File: config.mk
export PLATFORM = sky130hd
export DESIGN_NAME = keyboard_decoder
export DESIGN_NICKNAME = d
export VERILOG_FILES = /design/src/rtl/generals_pkg.sv /design/src/rtl/ps2_rx.sv /design/src/rtl/keyboard_decoder.sv
export SDC_FILE = /design/constraint.sdc
export NUM_CORES = 1
export LEC_CHECK = 0
export BUFFER_PORTS_ARGS = -buffer_cell sky130_fd_sc_hd__buf_2
export CORE_MARGIN = 3
export CORE_UTILIZATION = 65
export CTS_BUF_LIST = sky130_fd_sc_hd__clkbuf_8
export CTS_CLUSTER_DIAMETER = 40
export DETAILED_ROUTE_END_ITERATION = 10
export PLACE_DENSITY = 0.83
export SYNTH_ARGS = -nofsm -noshare
export SYNTH_HDL_FRONTEND = slang
export SYNTH_SLANG_ARGS = --single-unit
File: constraint.sdc
create_clock -name clock -period 4.2 [get_ports clock]
set_clock_uncertainty 0.1 [all_clocks]
set_input_delay 0.21 -clock clock [delete_from_list [all_inputs] [get_ports clock]]
set_output_delay 0.21 -clock clock [all_outputs]
set_load 0.01 [all_outputs]
File: src/rtl/generals_pkg.sv
// -----------------------------------------------------------------------------
// generals_pkg
//   Definitions shared by the keyboard front end and the game-player logic.
//   - operation_t : 3-bit operation code handed from the keyboard to the game.
//   - Set-2 make codes of the game keys plus the BREAK (0xF0) and EXTEND (0xE0)
//     prefixes.
//   - State encodings of the PS/2 frame receiver and the output handshake FSM.
//   - map_scancode : translates a make code into an operation (hit=0 when the
//     byte is not a game key).
// -----------------------------------------------------------------------------
package generals_pkg;

    typedef enum logic [2:0] {
        OP_W     = 3'b000,
        OP_A     = 3'b001,
        OP_S     = 3'b010,
        OP_D     = 3'b011,
        OP_SPACE = 3'b100,
        OP_Z     = 3'b101,
        OP_NONE  = 3'b110
    } operation_t;

    localparam logic [7:0] SC_W      = 8'h1D;
    localparam logic [7:0] SC_A      = 8'h1C;
    localparam logic [7:0] SC_S      = 8'h1B;
    localparam logic [7:0] SC_D      = 8'h23;
    localparam logic [7:0] SC_SPACE  = 8'h29;
    localparam logic [7:0] SC_Z      = 8'h1A;
    localparam logic [7:0] SC_BREAK  = 8'hF0;
    localparam logic [7:0] SC_EXTEND = 8'hE0;

    typedef enum logic [1:0] {
        RX_IDLE,
        RX_DATA,
        RX_PARITY,
        RX_STOP
    } rx_state_t;

    typedef enum logic [1:0] {
        OUT_IDLE,
        OUT_VALID,
        OUT_WAIT
    } out_state_t;

    typedef struct packed {
        logic       hit;
        operation_t op;
    } key_map_t;

    function automatic key_map_t map_scancode(input logic [7:0] code);
        key_map_t m;
        m.hit = 1'b1;
        m.op  = OP_NONE;
        case (code)
            SC_W:     m.op = OP_W;
            SC_A:     m.op = OP_A;
            SC_S:     m.op = OP_S;
            SC_D:     m.op = OP_D;
            SC_SPACE: m.op = OP_SPACE;
            SC_Z:     m.op = OP_Z;
            default:  m.hit = 1'b0;
        endcase
        return m;
    endfunction

endpackage

File: src/rtl/ps2_rx.sv
// -----------------------------------------------------------------------------
// ps2_rx
//   PS/2 device-to-host frame receiver.
//   Both pins are brought into the clock domain with two flops each; the
//   PS/2 clock is then cleaned by a 3-sample majority filter and its filtered
//   1->0 transitions drive an 11-bit frame FSM (start, 8 data LSB first, odd
//   parity, stop). A partial frame is abandoned when no falling edge arrives
//   for TIMEOUT_CYCLES clocks.
//
// Ports
//   clock       in   system clock
//   reset       in   asynchronous active-high reset
//   ps2_clock   in   raw PS/2 clock pin
//   ps2_data    in   raw PS/2 data pin
//   rx_byte     out  last received byte, valid while byte_valid is high
//   byte_valid  out  one-cycle strobe for a correctly framed byte
//   frame_error out  one-cycle pulse on start/parity/stop/timeout failure
// -----------------------------------------------------------------------------
module ps2_rx
    import generals_pkg::*;
#(
    parameter int TIMEOUT_CYCLES = 100000
) (
    input  logic       clock,
    input  logic       reset,
    input  logic       ps2_clock,
    input  logic       ps2_data,
    output logic [7:0] rx_byte,
    output logic       byte_valid,
    output logic       frame_error
);

    localparam int              TO_W   = $clog2(TIMEOUT_CYCLES + 1);
    localparam logic [TO_W-1:0] TO_MAX = TO_W'(TIMEOUT_CYCLES);

    function automatic logic maj3(input logic a, input logic b, input logic c);
        return (a & b) | (a & c) | (b & c);
    endfunction

    logic            ps2_clock_p0, ps2_clock_p1;
    logic            ps2_data_p0, ps2_data_p1;
    logic [1:0]      clk_hist_p2;
    logic            clk_filt_p3, clk_filt_p4;
    logic            fall_edge;

    rx_state_t       state;
    logic [2:0]      bit_cnt;
    logic            parity_ok;
    logic [TO_W-1:0] to_cnt;
    logic [7:0]      shift_reg;

    // Stage p0/p1: two-flop synchronizers. Reset to the idle-high bus level so
    // leaving reset never fakes a falling edge.
    always_ff @(posedge clock or posedge reset) begin
        if (reset) begin
            ps2_clock_p0 <= 1'b1;
            ps2_clock_p1 <= 1'b1;
            ps2_data_p0  <= 1'b1;
            ps2_data_p1  <= 1'b1;
        end else begin
            ps2_clock_p0 <= ps2_clock;
            ps2_clock_p1 <= ps2_clock_p0;
            ps2_data_p0  <= ps2_data;
            ps2_data_p1  <= ps2_data_p0;
        end
    end

    // Stage p2..p4: majority of the newest synchronized sample and the two
    // before it; the filtered level is registered, then delayed once more so
    // the edge detect compares two registered values.
    always_ff @(posedge clock or posedge reset) begin
        if (reset) begin
            clk_hist_p2 <= 2'b11;
            clk_filt_p3 <= 1'b1;
            clk_filt_p4 <= 1'b1;
        end else begin
            clk_hist_p2 <= {clk_hist_p2[0], ps2_clock_p1};
            clk_filt_p3 <= maj3(ps2_clock_p1, clk_hist_p2[0], clk_hist_p2[1]);
            clk_filt_p4 <= clk_filt_p3;
        end
    end

    assign fall_edge = clk_filt_p4 & ~clk_filt_p3;

    // Frame FSM and inactivity counter. A falling edge always wins over the
    // timeout because it also restarts the counter in the same cycle.
    always_ff @(posedge clock or posedge reset) begin
        if (reset) begin
            state       <= RX_IDLE;
            bit_cnt     <= '0;
            parity_ok   <= 1'b0;
            to_cnt      <= '0;
            byte_valid  <= 1'b0;
            frame_error <= 1'b0;
        end else begin
            byte_valid  <= 1'b0;
            frame_error <= 1'b0;

            if (fall_edge) begin
                to_cnt <= '0;
            end else if (to_cnt != TO_MAX) begin
                to_cnt <= to_cnt + TO_W'(1);
            end

            if (fall_edge) begin
                case (state)
                    RX_IDLE: begin
                        // A start bit sampled high is line noise: stay idle.
                        if (!ps2_data_p1) begin
                            state   <= RX_DATA;
                            bit_cnt <= '0;
                        end
                    end
                    RX_DATA: begin
                        bit_cnt <= bit_cnt + 3'd1;
                        if (bit_cnt == 3'd7) begin
                            state <= RX_PARITY;
                        end
                    end
                    RX_PARITY: begin
                        parity_ok <= ^{shift_reg, ps2_data_p1};
                        state     <= RX_STOP;
                    end
                    RX_STOP: begin
                        if (ps2_data_p1 && parity_ok) begin
                            byte_valid <= 1'b1;
                        end else begin
                            frame_error <= 1'b1;
                        end
                        state <= RX_IDLE;
                    end
                    default: state <= RX_IDLE;
                endcase
            end else if (state != RX_IDLE && to_cnt == TO_MAX) begin
                state       <= RX_IDLE;
                frame_error <= 1'b1;
            end
        end
    end

    // Data shift register, LSB arrives first so bits enter from the top.
    always_ff @(posedge clock) begin
        if (fall_edge && state == RX_DATA) begin
            shift_reg <= {ps2_data_p1, shift_reg[7:1]};
        end
    end

    assign rx_byte = shift_reg;

endmodule

File: src/rtl/keyboard_decoder.sv
// -----------------------------------------------------------------------------
// keyboard_decoder
//   PS/2 keyboard front end for the game. Received bytes are filtered for
//   release (0xF0 xx) and extended (0xE0 xx) sequences, game keys are mapped
//   to operation codes, buffered in a small FIFO and presented to the game
//   logic over a four-phase ready/read_fin handshake.
//
// Ports
//   clock              in   system clock
//   reset              in   asynchronous active-high reset
//   ps2_clock          in   raw PS/2 clock pin
//   ps2_data           in   raw PS/2 data pin
//   keyboard_read_fin  in   consumer acknowledge for the presented code
//   keyboard_ready     out  a code is presented on keyboard_data
//   keyboard_data      out  operation code, NONE (110) while not ready
//   frame_error        out  one-cycle pulse on a bad or abandoned frame
//   overflow           out  one-cycle pulse when a code is dropped (FIFO full)
// -----------------------------------------------------------------------------
module keyboard_decoder
    import generals_pkg::*;
#(
    parameter int TIMEOUT_CYCLES = 100000,
    parameter int FIFO_DEPTH     = 2
) (
    input  logic       clock,
    input  logic       reset,
    input  logic       ps2_clock,
    input  logic       ps2_data,
    input  logic       keyboard_read_fin,
    output logic       keyboard_ready,
    output logic [2:0] keyboard_data,
    output logic       frame_error,
    output logic       overflow
);

    localparam int PTR_W = $clog2(FIFO_DEPTH);
    localparam int CNT_W = $clog2(FIFO_DEPTH + 1);
    localparam logic [CNT_W-1:0] CNT_FULL = CNT_W'(FIFO_DEPTH);

    logic [7:0]       rx_byte;
    logic             byte_valid;

    logic             brk, ext;
    key_map_t         key;
    logic             mapped, fifo_full, push, pop;

    operation_t       fifo_mem [FIFO_DEPTH];
    logic [PTR_W-1:0] wr_ptr, rd_ptr;
    logic [CNT_W-1:0] fifo_count;

    out_state_t       out_state;
    operation_t       data_q;

    ps2_rx #(
        .TIMEOUT_CYCLES(TIMEOUT_CYCLES)
    ) u_rx (
        .clock      (clock),
        .reset      (reset),
        .ps2_clock  (ps2_clock),
        .ps2_data   (ps2_data),
        .rx_byte    (rx_byte),
        .byte_valid (byte_valid),
        .frame_error(frame_error)
    );

    // Decode: a byte counts only when neither prefix flag is pending, i.e.
    // the previous byte was not 0xF0 or 0xE0.
    always_comb begin
        key       = map_scancode(rx_byte);
        mapped    = byte_valid & key.hit & ~brk & ~ext;
        fifo_full = (fifo_count == CNT_FULL);
        push      = mapped & ~fifo_full;
        pop       = (out_state == OUT_VALID) & keyboard_read_fin;
    end

    // Decode/push stage: prefix flags, FIFO pointers and occupancy.
    always_ff @(posedge clock or posedge reset) begin
        if (reset) begin
            brk        <= 1'b0;
            ext        <= 1'b0;
            overflow   <= 1'b0;
            wr_ptr     <= '0;
            rd_ptr     <= '0;
            fifo_count <= '0;
        end else begin
            overflow <= mapped & fifo_full;

            if (byte_valid) begin
                if (rx_byte == SC_BREAK) begin
                    brk <= 1'b1;
                end else if (rx_byte == SC_EXTEND) begin
                    ext <= 1'b1;
                end else begin
                    brk <= 1'b0;
                    ext <= 1'b0;
                end
            end

            if (push) begin
                wr_ptr <= wr_ptr + PTR_W'(1);
            end
            if (pop) begin
                rd_ptr <= rd_ptr + PTR_W'(1);
            end

            case ({push, pop})
                2'b10:   fifo_count <= fifo_count + CNT_W'(1);
                2'b01:   fifo_count <= fifo_count - CNT_W'(1);
                default: fifo_count <= fifo_count;
            endcase
        end
    end

    // FIFO storage; full FIFO blocks the write so entries are never overwritten.
    always_ff @(posedge clock) begin
        if (push) begin
            fifo_mem[wr_ptr] <= key.op;
        end
    end

    // Present stage: four-phase handshake. The head stays in the FIFO until
    // the consumer acknowledges it, so a held-off consumer counts against
    // the buffer capacity.
    always_ff @(posedge clock or posedge reset) begin
        if (reset) begin
            out_state      <= OUT_IDLE;
            keyboard_ready <= 1'b0;
            data_q         <= OP_NONE;
        end else begin
            case (out_state)
                OUT_IDLE: begin
                    if (fifo_count != '0 && !keyboard_read_fin) begin
                        data_q         <= fifo_mem[rd_ptr];
                        keyboard_ready <= 1'b1;
                        out_state      <= OUT_VALID;
                    end
                end
                OUT_VALID: begin
                    if (keyboard_read_fin) begin
                        data_q         <= OP_NONE;
                        keyboard_ready <= 1'b0;
                        out_state      <= OUT_WAIT;
                    end
                end
                OUT_WAIT: begin
                    if (!keyboard_read_fin) begin
                        out_state <= OUT_IDLE;
                    end
                end
                default: out_state <= OUT_IDLE;
            endcase
        end
    end

    assign keyboard_data = data_q;

endmodule

==> impl_metrics.csv, run 1 <==
group,metric,value,unit
status,run_status,"finished, final reports clean",
finish,fin_cells,335,
route,drc,0,
setup_path,r2r_slack,1740,ps
sta,rsz0062_at_grt,"no",
clock_network,post-cts-setup-buffers,0,
min_path,worstHoldStart,"u_rx.ps2_data_p0$_DFF_PP1_",
clock_network,clock_latency,350,ps
global_route,grt_max_degree,47,
setup_path,crit_slowest_cell,"or4b_1",
die,die_w,72.24,um
clock_network,cts_resized,0,
synthesis,synth_cells,260,
setup_path,path_class,"reg2reg",
min_path,min_delay_worst_endpoint,"u_rx.ps2_data_p1$_DFF_PP1_",
sta,fin_crit,2463,ps
min_path,min_path_cells,0,
setup_path,ff2ff_path_depth,7,
die,initial_core_util,0.6929,
synthesis,yosys-top-cells-area,"dfrtp_1 32%, edfxtp_1 15%, dfstp_2 9.2%",
synthesis,synth_cell_types,51,
sta,period_share,0.5863,
synthesis,synth_ff_type,"dfrtp_1",
die,rows,23,
die,core_area,4115,sq um
global_route,grt_pass1_vias,1990,
setup_path,critPathMaxFanout,8,
placed_design,gp_congestion,0.8253,
synthesis,ys_warn_count,0,
route,dr.pass1.iters,4,
setup_path,required,4370,ps
setup_path,path_buf_inv,0,
setup_path,setup.worst_path.start_class,"register",
pwr,ir_worst_vdd,0.3188,mV
synthesis,synth_area,2851,sq um
clock_network,clock_path_buffers,2,
route,dr_total_vias,1999,
route,drt_wl_total,5584,um
finish,syn_to_final_growth,11.85,%
global_route,antenna_found_initial,0,
sta,finalMaxSlewViolations,0,
sta,slew_headroom,0.3820,
route,viasPerCell,5.967,
sta,fmax,0.4061,GHz
sta,whs,256.0,ps
die,io_pins,11,
route,wl_per_cell,16.67,um
setup_path,cp_cell_sequence,"or4b_1 > a21oi_1 > o2111ai_2 > ha_1 > xnor2_1 > nor2_1 > xor2_1",
setup_path,end_kind,"register",
setup_path,slowest_delay,560,ps
die,die_h,72.24,um
min_path,hp-class,"reg2reg",
route,ant_nets,0,
route,drtIter0Drc,162,
synthesis,synth_edf_count,14,
global_route,grt_pass1_wl,9246,um
placed_design,placed_cells,315,
finish,design_area,3189,sq um
pwr,power_leakage,1.323,nW
global_route,grt.overflow.total,0,
setup_path,cp_data_arrival_time,2630,ps
setup_path,regToRegStartpoint,"u_rx.rx_byte[1]$_DFFE_PP_",
synthesis,synth_top_area_cell,"dfrtp_1",
setup_path,cpLargestDelayFamily,"simple AND/OR/NAND/NOR gates",
synthesis,synth_top_area_share,0.3159,
setup_path,r2r_end,"fifo_count[1]$_DFFE_PP0P_",
placed_design,dp_hpwl,3380,um
finish,layout-drive-gt1-share,0.1544,
sta,setup_viol,0,
run,max_cap_viol_count,0,
synthesis,async_flop_share,0.7667,
synthesis,ys_seq_area_frac,0.5555,
global_route,gr-usage-all-layers,0.2379,
synthesis,synth.avg_cell_area,10.97,sq um
clock_network,cts_made_buffers,9,
finish,antenna_cells,0,
synthesis,synth-seq-cells,60,
clock_network,cts_tree,"built",
placed_design,placed_area,2950,sq um
clock_network,cts.sinks,60,
die,die-area,5218,sq um
synthesis,syn_nets,274,
clock_network,clk_pin_slew,80,ps
clock_network,cts-root-buf,"clkbuf_8",
sta,finalSetupTns,0,ps
placed_design,numPortBuffers,10,
finish,nNetsFinal,294,
pwr,power_density,535.7,nW/um^2
sta,tightest_slew,925.7,ps
clock_network,htree_num_levels,3,
sta,hold_violations,0,
## metrics by stage
step	power, W	utilization	setup WS [ps]
after floorplan	0.001082	-	2084
after global placement	0.001164	0.7169	1972
after detailed placement	0.001187	0.7169	1785
after CTS	0.001714	0.7750	1725
after global routing	0.001803	0.7750	1627
final	0.001709	0.7750	1738
## synthesized netlist by cell type (5+ instances only)
library cell,count
a21oi_1,13
dfrtp_1,36
dfstp_2,10
edfxtp_1,14
ha_1,9
inv_1,16
nand2_1,14
nand3_1,9
nor2_1,31
nor3_1,8
nor4_1,5
o21ai_0,11
xnor2_1,15
xor2_1,7
## how the worst max path moves through the flow
stage / startpoint / end / slack, ps / cells after the start
detailed placement: u_rx.rx_byte[1]$_DFFE_PP_ / fifo_count[1]$_DFFE_PP0P_ / 1790 / 7
CTS: u_rx.rx_byte[1]$_DFFE_PP_ / fifo_count[1]$_DFFE_PP0P_ / 1730 / 7
finish: u_rx.rx_byte[1]$_DFFE_PP_ / fifo_count[1]$_DFFE_PP0P_ / 1740 / 7
floorplan: u_rx.rx_byte[2]$_DFFE_PP_ / fifo_count[1]$_DFFE_PP0P_ / 2080 / 6
global route: u_rx.rx_byte[1]$_DFFE_PP_ / fifo_count[1]$_DFFE_PP0P_ / 1630 / 7
global placement: u_rx.rx_byte[1]$_DFFE_PP_ / fifo_count[1]$_DFFE_PP0P_ / 1970 / 6
## logic make-up (layout without fill, tap and decap cells)
kind of cell,after synthesis,count (layout),share of synthesized area
buffers and inverters,22,47,0.02940
AOI/OAI and AO/OA,39,39,0.08644
muxes,5,5,0.01843
and+or+nand+nor,101,101,0.1917
adders and majority gates,10,10,0.04300
xor gates and xnor gates,23,23,0.07547
DFF,60,60,0.5555
## what timing repair did
| item | CTS | global route |
|---|---|---|
| hold buffers | 4 | 0 |
| hold endpoints to repair | 39 | 0 |
| endpoints found under the setup margin | 0 | 0 |
## cell usage in the layout (no fill, tap or decap), types with 10 or more instances in the layout
master	instances
a21oi_1	13
buf_2	10
dfrtp_1	36
dfstp_2	10
edfxtp_1	14
inv_1	15
nand2_1	14
nor2_1	31
o21ai_0	11
xnor2_1	15
## area by class of cell
cell class	instances	area (sq um)
sequential	60	1584
multi-input combinational	178	1186
fill	262	925.9
clock buffer	9	123.9
timing repair buffer	15	97.59
clock inverter	7	75.07
tap	50	62.56
inverter	16	60.06
## metal layers
layer	track usage	vias up	part of all wire
met5	0	-	0
met4	0.1795	0	0.043
met3	0.05679	25	0.043
met2	0.3650	62	0.48
met1	0.2911	956	0.44
li1	-	956	-
## worst reg2reg max path, delay by kind of cell (launching register included)
family,cells,cell delay [ps]
xor+xnor,2,330
simple gates,2,690
compound gates,2,470
flops,1,510
fa+ha+maj,1,280
## sequential cells by signal, indices dropped and copies added, names as in the netlist, 2 cells and up
name / count
keyboard_data: 3
out_state: 2
fifo_count: 2
u_rx.bit_cnt: 3
u_rx.to_cnt: 17
u_rx.rx_byte: 8
u_rx.clk_hist_p2: 2
u_rx.state: 2
fifo_mem: 6
## power by group
part           switching, W  leakage [nW]  internal, W
clock network      0.000249         0.104     0.000278
logic              0.000199         0.513     0.000169
registers          0.000107         0.706     0.000707
No activity file was read; power rests on OpenSTA's default activity.
==> run 2: changes to the inputs <==
--- a/config.mk
+++ b/config.mk
@@ -7,11 +7,11 @@
 export LEC_CHECK = 0
 export BUFFER_PORTS_ARGS = -buffer_cell sky130_fd_sc_hd__buf_2
 export CORE_MARGIN = 3
-export CORE_UTILIZATION = 65
+export CORE_UTILIZATION = 57
 export CTS_BUF_LIST = sky130_fd_sc_hd__clkbuf_8
 export CTS_CLUSTER_DIAMETER = 40
 export DETAILED_ROUTE_END_ITERATION = 10
-export PLACE_DENSITY = 0.83
+export PLACE_DENSITY = 0.77
 export SYNTH_ARGS = -nofsm -noshare
 export SYNTH_HDL_FRONTEND = slang
 export SYNTH_SLANG_ARGS = --single-unit
==> constraint.sdc (replaced) <==
create_clock -name clock -period 1.99 [get_ports clock]
set_clock_uncertainty 0.1 [all_clocks]
set_input_delay 0.0995 -clock clock [delete_from_list [all_inputs] [get_ports clock]]
set_output_delay 0.0995 -clock clock [all_outputs]
set_load 0.01 [all_outputs]
==> impl_metrics.csv, run 2 (synthesis results as in run 1) <==
group,metric,value,unit
status,run_status,"finished, violations left",
pwr,p_total,0.003596,W
sta,period_share,1.045,
route,highest_layer,"met4",
sta,fin_crit,2079,ps
die,initial_core_util,0.5958,
sta,whs,237.2,ps
sta,slew_headroom,0.6363,
pwr,power_leakage,1.423,nW
finish,syn_to_final_growth,20.01,%
sta,tightest_slew,541.1,ps
finish,final_common_cell,"dfrtp_1",
die,core_area,4786,sq um
finish,n_fill_cell,342,
die,io_pins,11,
finish,antenna_cells,0,
finish,multiInputGateArea,1269,sq um
clock_network,cts.sinks,60,
route,wl_per_cell,13.83,um
finish,largest_register_ffs,17,
global_route,grt_pass1_vias,2001,
finish,largest_register,"u_rx.to_cnt",
die,rows,25,
setup_path,r2r_slack,-90,ps
route,drt_wl_total,5104,um
route,dr_total_vias,2008,
setup_path,end_kind,"register",
clock_network,cts_tree,"built",
die,die_w,76.73,um
placed_design,dp_hpwl,3585,um
finish,layout-drive-gt1-share,0.2252,
die,die-area,5887,sq um
finish,layout_common_cells,"36 x dfrtp_1, 28 x nor2_1, 17 x inv_1",
setup_path,cp_data_arrival_time,2190,ps
min_path,hp-class,"in2async",
die,die_h,76.73,um
pwr,power_density,1051,nW/um^2
route,dr.pass1.iters,4,
sta,setup_viol,8,
global_route,antenna_found_initial,0,
placed_design,dp_slack,-126.3,ps
placed_design,numPortBuffers,10,
placed_design,gp_congestion,0.8161,
setup_path,required,2100,ps
sta,finalMaxSlewViolations,0,
global_route,grt_pass1_wl,9025,um
route,wl_met3,228,um
sta,hold_violations,0,
global_route,gr-usage-all-layers,0.1958,
route,drtIter0Drc,115,
route,wl_met2,2581,um
setup_path,critPathMaxFanout,3,
sta,setup_slack,-89.25,ps
route,viasPerCell,5.442,
global_route,grt.overflow.total,0,
clock_network,htree_num_levels,3,
route,wl_met1,2233,um
global_route,grt_max_degree,25,
clock_network,clk_pin_slew,70,ps
finish,fin_cells,369,
clock_network,clock_latency,340,ps
clock_network,clock_path_buffers,2,
sta,fmax,0.4809,GHz
route,ant_nets,0,
placed_design,placed_cells,344,
run,max_cap_viol_count,0,
route,drc,0,
sta,rsz0062_at_grt,"yes",
status,violations,"negative setup slack",
finish,nNetsFinal,311,
finish,seq_area,1584,sq um
clock_network,cts-root-buf,"clkbuf_8",
pwr,ir_worst_vdd,0.8894,mV
setup_path,path_class,"reg2reg",
setup_path,setup.worst_path.start_class,"register",
clock_network,cts_made_buffers,9,
==> run 2: changes by cell type in the layout (fill, tap and decap cells not counted), sizes merged <==
cell / previous run / this run
buf: 11 / 28
clkinv: 4 / 3
clkinvlp: 0 / 1
==> run 2: critical path: stages, from the launching register on <==
cell,delay [ps]
edfxtp_1,410
or4b_4,580
a21oi_4,170
o2111ai_4,160
ha_4,200
xnor2_2,130
nor2_2,50
xor2_1,150
==> run 2: layout make-up <==
cell class,count,share of cell area
clock buffer,9,0.03620
clock inverter,7,0.01755
inverter,16,0.01755
multi-input combinational,178,0.3708
sequential,60,0.4629
tap,67,0.02450
timing repair buffer,32,0.07057
==> run 2: power by group <==
| part | internal (W) | total [W] | switching (W) | leakage, nW |
|---|---|---|---|---|
| clock network | 0.000561 | 0.00101 | 0.000449 | 0.101 |
| logic | 0.000422 | 0.000886 | 0.000464 | 0.616 |
| registers | 0.00149 | 0.00170 | 0.000207 | 0.706 |
| total | 0.00248 | 0.00360 | 0.00112 | 1.42 |
==> run 2: metal layers <==
| layer | GRT usage | vias up |
|---|---|---|
| li1 | - | 990 |
| met1 | 0.2354 | 971 |
| met2 | 0.3240 | 42 |
| met3 | 0.07864 | 5 |
| met4 | 0.05797 | 0 |
| met5 | 0 | - |
==> run 2: repair_timing <==
action                                  CTS  global route
hold buffers                              4             0
endpoints found under the setup margin    8             8
pin swaps                                 3             5
resized for setup                         7             7
setup buffers                             4             1
endpoints found under the hold margin    21             0
==> run 2: final timing paths <==
check | from | endpoint | depth (start not counted)
setup / recovery | u_rx.rx_byte[6]$_DFFE_PP_ | fifo_count[1]$_DFFE_PP0P_ | 7
hold / removal | reset | out_state[1]$_DFFE_PP0P_ | 3
setup reg to reg | u_rx.rx_byte[6]$_DFFE_PP_ | fifo_count[1]$_DFFE_PP0P_ | 7
hold reg to reg | u_rx.ps2_data_p0$_DFF_PP1_ | u_rx.ps2_data_p1$_DFF_PP1_ | 0
max in group asynchronous | reset | u_rx.ps2_data_p0$_DFF_PP1_ | 4
min in group clock | u_rx.ps2_data_p0$_DFF_PP1_ | u_rx.ps2_data_p1$_DFF_PP1_ | 0
==> run 2: stage by stage <==
step	instance area (sq um)	utilization	setup TNS, ps
after floorplan	2859	-	-79.38
after global placement	3082	0.6439	-290.1
after detailed placement	3082	0.6439	-828.9
after CTS	3364	0.7030	-163.4
after global routing	3422	0.7150	-865.3
final	3422	0.7150	-319.9
==> run 3: changes to the inputs <==
--- a/config.mk
+++ b/config.mk
@@ -5,7 +5,7 @@
 export SDC_FILE = /design/constraint.sdc
 export NUM_CORES = 1
 export LEC_CHECK = 0
-export BUFFER_PORTS_ARGS = -buffer_cell sky130_fd_sc_hd__buf_2
+export BUFFER_PORTS_ARGS = -buffer_cell sky130_fd_sc_hd__buf_4
 export CORE_MARGIN = 3
 export CORE_UTILIZATION = 57
 export CTS_BUF_LIST = sky130_fd_sc_hd__clkbuf_8
==> impl_metrics.csv, run 3 (synthesis results as in run 1) <==
group,metric,value,unit
route,viasPerCell,5.429,
finish,fin_cells,366,
sta,whs,255.8,ps
min_path,hp-class,"reg2reg",
clock_network,htree_num_levels,3,
finish,layout-drive-gt1-share,0.2207,
die,die_h,76.73,um
route,drt_wl_total,5262,um
sta,period_share,1.063,
pwr,power_density,1112,nW/um^2
sta,fin_crit,2115,ps
route,ant_nets,0,
global_route,gr-usage-all-layers,0.1933,
placed_design,dp_hpwl,3474,um
sta,rsz0062_at_grt,"yes",
route,drc,0,
global_route,grt_max_degree,32,
sta,setup_viol,8,
clock_network,clock_path_buffers,2,
setup_path,end_kind,"register",
placed_design,numPortBuffers,10,
die,initial_core_util,0.5958,
status,violations,"negative setup slack",
setup_path,cp_data_arrival_time,2230,ps
finish,largest_register,"u_rx.to_cnt",
die,die_w,76.73,um
placed_design,dp_slack,-91.92,ps
clock_network,clk_pin_slew,60,ps
clock_network,cts-root-buf,"clkbuf_8",
clock_network,clock_latency,320,ps
clock_network,cts_tree,"built",
finish,nNetsFinal,308,
global_route,grt_pass1_wl,9142,um
sta,tightest_slew,613.6,ps
sta,setup_slack,-125.4,ps
setup_path,setup.worst_path.start_class,"register",
finish,antenna_cells,0,
route,wl_per_cell,14.38,um
die,rows,25,
finish,final_common_cell,"dfrtp_1",
route,dr.pass1.iters,4,
setup_path,critPathMaxFanout,3,
pwr,power_leakage,1.423,nW
sta,slew_headroom,0.5903,
clock_network,cts_made_buffers,9,
die,io_pins,11,
pwr,p_total,0.003816,W
route,dr_total_vias,1987,
run,max_cap_viol_count,0,
status,run_status,"finished, violations left",
global_route,antenna_found_initial,0,
sta,finalMaxSlewViolations,0,
setup_path,required,2100,ps
finish,largest_register_ffs,17,
placed_design,placed_cells,344,
pwr,ir_worst_vdd,0.6729,mV
finish,syn_to_final_growth,20.32,%
global_route,grt.overflow.total,0,
sta,hold_violations,0,
sta,fmax,0.4727,GHz
die,core_area,4786,sq um
global_route,grt_pass1_vias,2054,
route,drtIter0Drc,157,
placed_design,gp_congestion,0.8155,
clock_network,cts.sinks,60,
finish,layout_common_cells,"36 x dfrtp_1, 28 x nor2_1, 25 x buf_4",
die,die-area,5887,sq um
setup_path,path_class,"reg2reg",
[run 3: cell types whose count changed in the layout (fill, tap and decap cells not counted), moves of 2 or more]
cell      previous run  this run
inv_1               17        15
clkbuf_8             9        12
buf_2               10         0
buf_4               16        25
[run 3: power by group]
group / switching [W] / internal, W
clock network: 0.000451 / 0.000803
logic: 0.000441 / 0.000413
registers: 0.000215 / 0.00149
total: 0.00111 / 0.00271
[run 3: what timing repair did]
item | 4_1_cts | 5_1_grt
setup buffers | 1 | 1
gates resized for setup | 9 | 1
hold buffers | 4 | 0
pin swaps | 4 | 6
endpoints found under the setup margin | 7 | 8
endpoints found under the hold margin | 28 | 0
[run 3: layout make-up]
type | count | area [sq um]
clock buffer | 12 | 165.2
clock inverter | 4 | 70.07
fill | 349 | 1355
inverter | 16 | 60.06
multi-input combinational | 178 | 1240
sequential | 60 | 1584
tap | 67 | 83.83
timing repair buffer | 29 | 227.7
[run 3: per-stage QoR]
step	instance area [sq um]	setup TNS, ps	util
6_report	3431	-424.4	0.7169
5_1_grt	3431	-880.0	0.7169
4_1_cts	3416	-84.93	0.7137
3_5_place_dp	3094	-618.5	0.6465
3_3_place_gp	3094	-104.2	0.6465
2_1_floorplan	2859	-79.38	-
[run 3: final timing paths]
path	startpoint	end	slack, ps	depth (start not counted)
worst min-delay path	u_rx.ps2_data_p0$_DFF_PP1_	u_rx.ps2_data_p1$_DFF_PP1_	260	0
worst min register to register	u_rx.ps2_data_p0$_DFF_PP1_	u_rx.ps2_data_p1$_DFF_PP1_	260	0
min in group asynchronous	reset	u_rx.to_cnt[10]$_DFFE_PP0P_	310	3
max in group asynchronous	reset	keyboard_data[2]$_DFFE_PP1P_	830	4
worst max-delay path	u_rx.rx_byte[7]$_DFFE_PP_	fifo_count[1]$_DFFE_PP0P_	-130	6
worst max register to register	u_rx.rx_byte[7]$_DFFE_PP_	fifo_count[1]$_DFFE_PP0P_	-130	6
[run 3: per-layer routing]
layer / vias up / track usage / wire, um
met5: - / 0 / 0
li1: 985 / - / -
met2: 40 / 0.3040 / 2502
met3: 14 / 0.03873 / 184
met4: 0 / 0.09964 / 127
met1: 948 / 0.2543 / 2446
[run 3: critical path, stage by stage, from the launching register on]
cell and delay (ps):
edfxtp_1 420, or4b_4 600, a21oi_4 150, o2111ai_2 170, ha_2 380, nor2_2 50, xor2_1 130
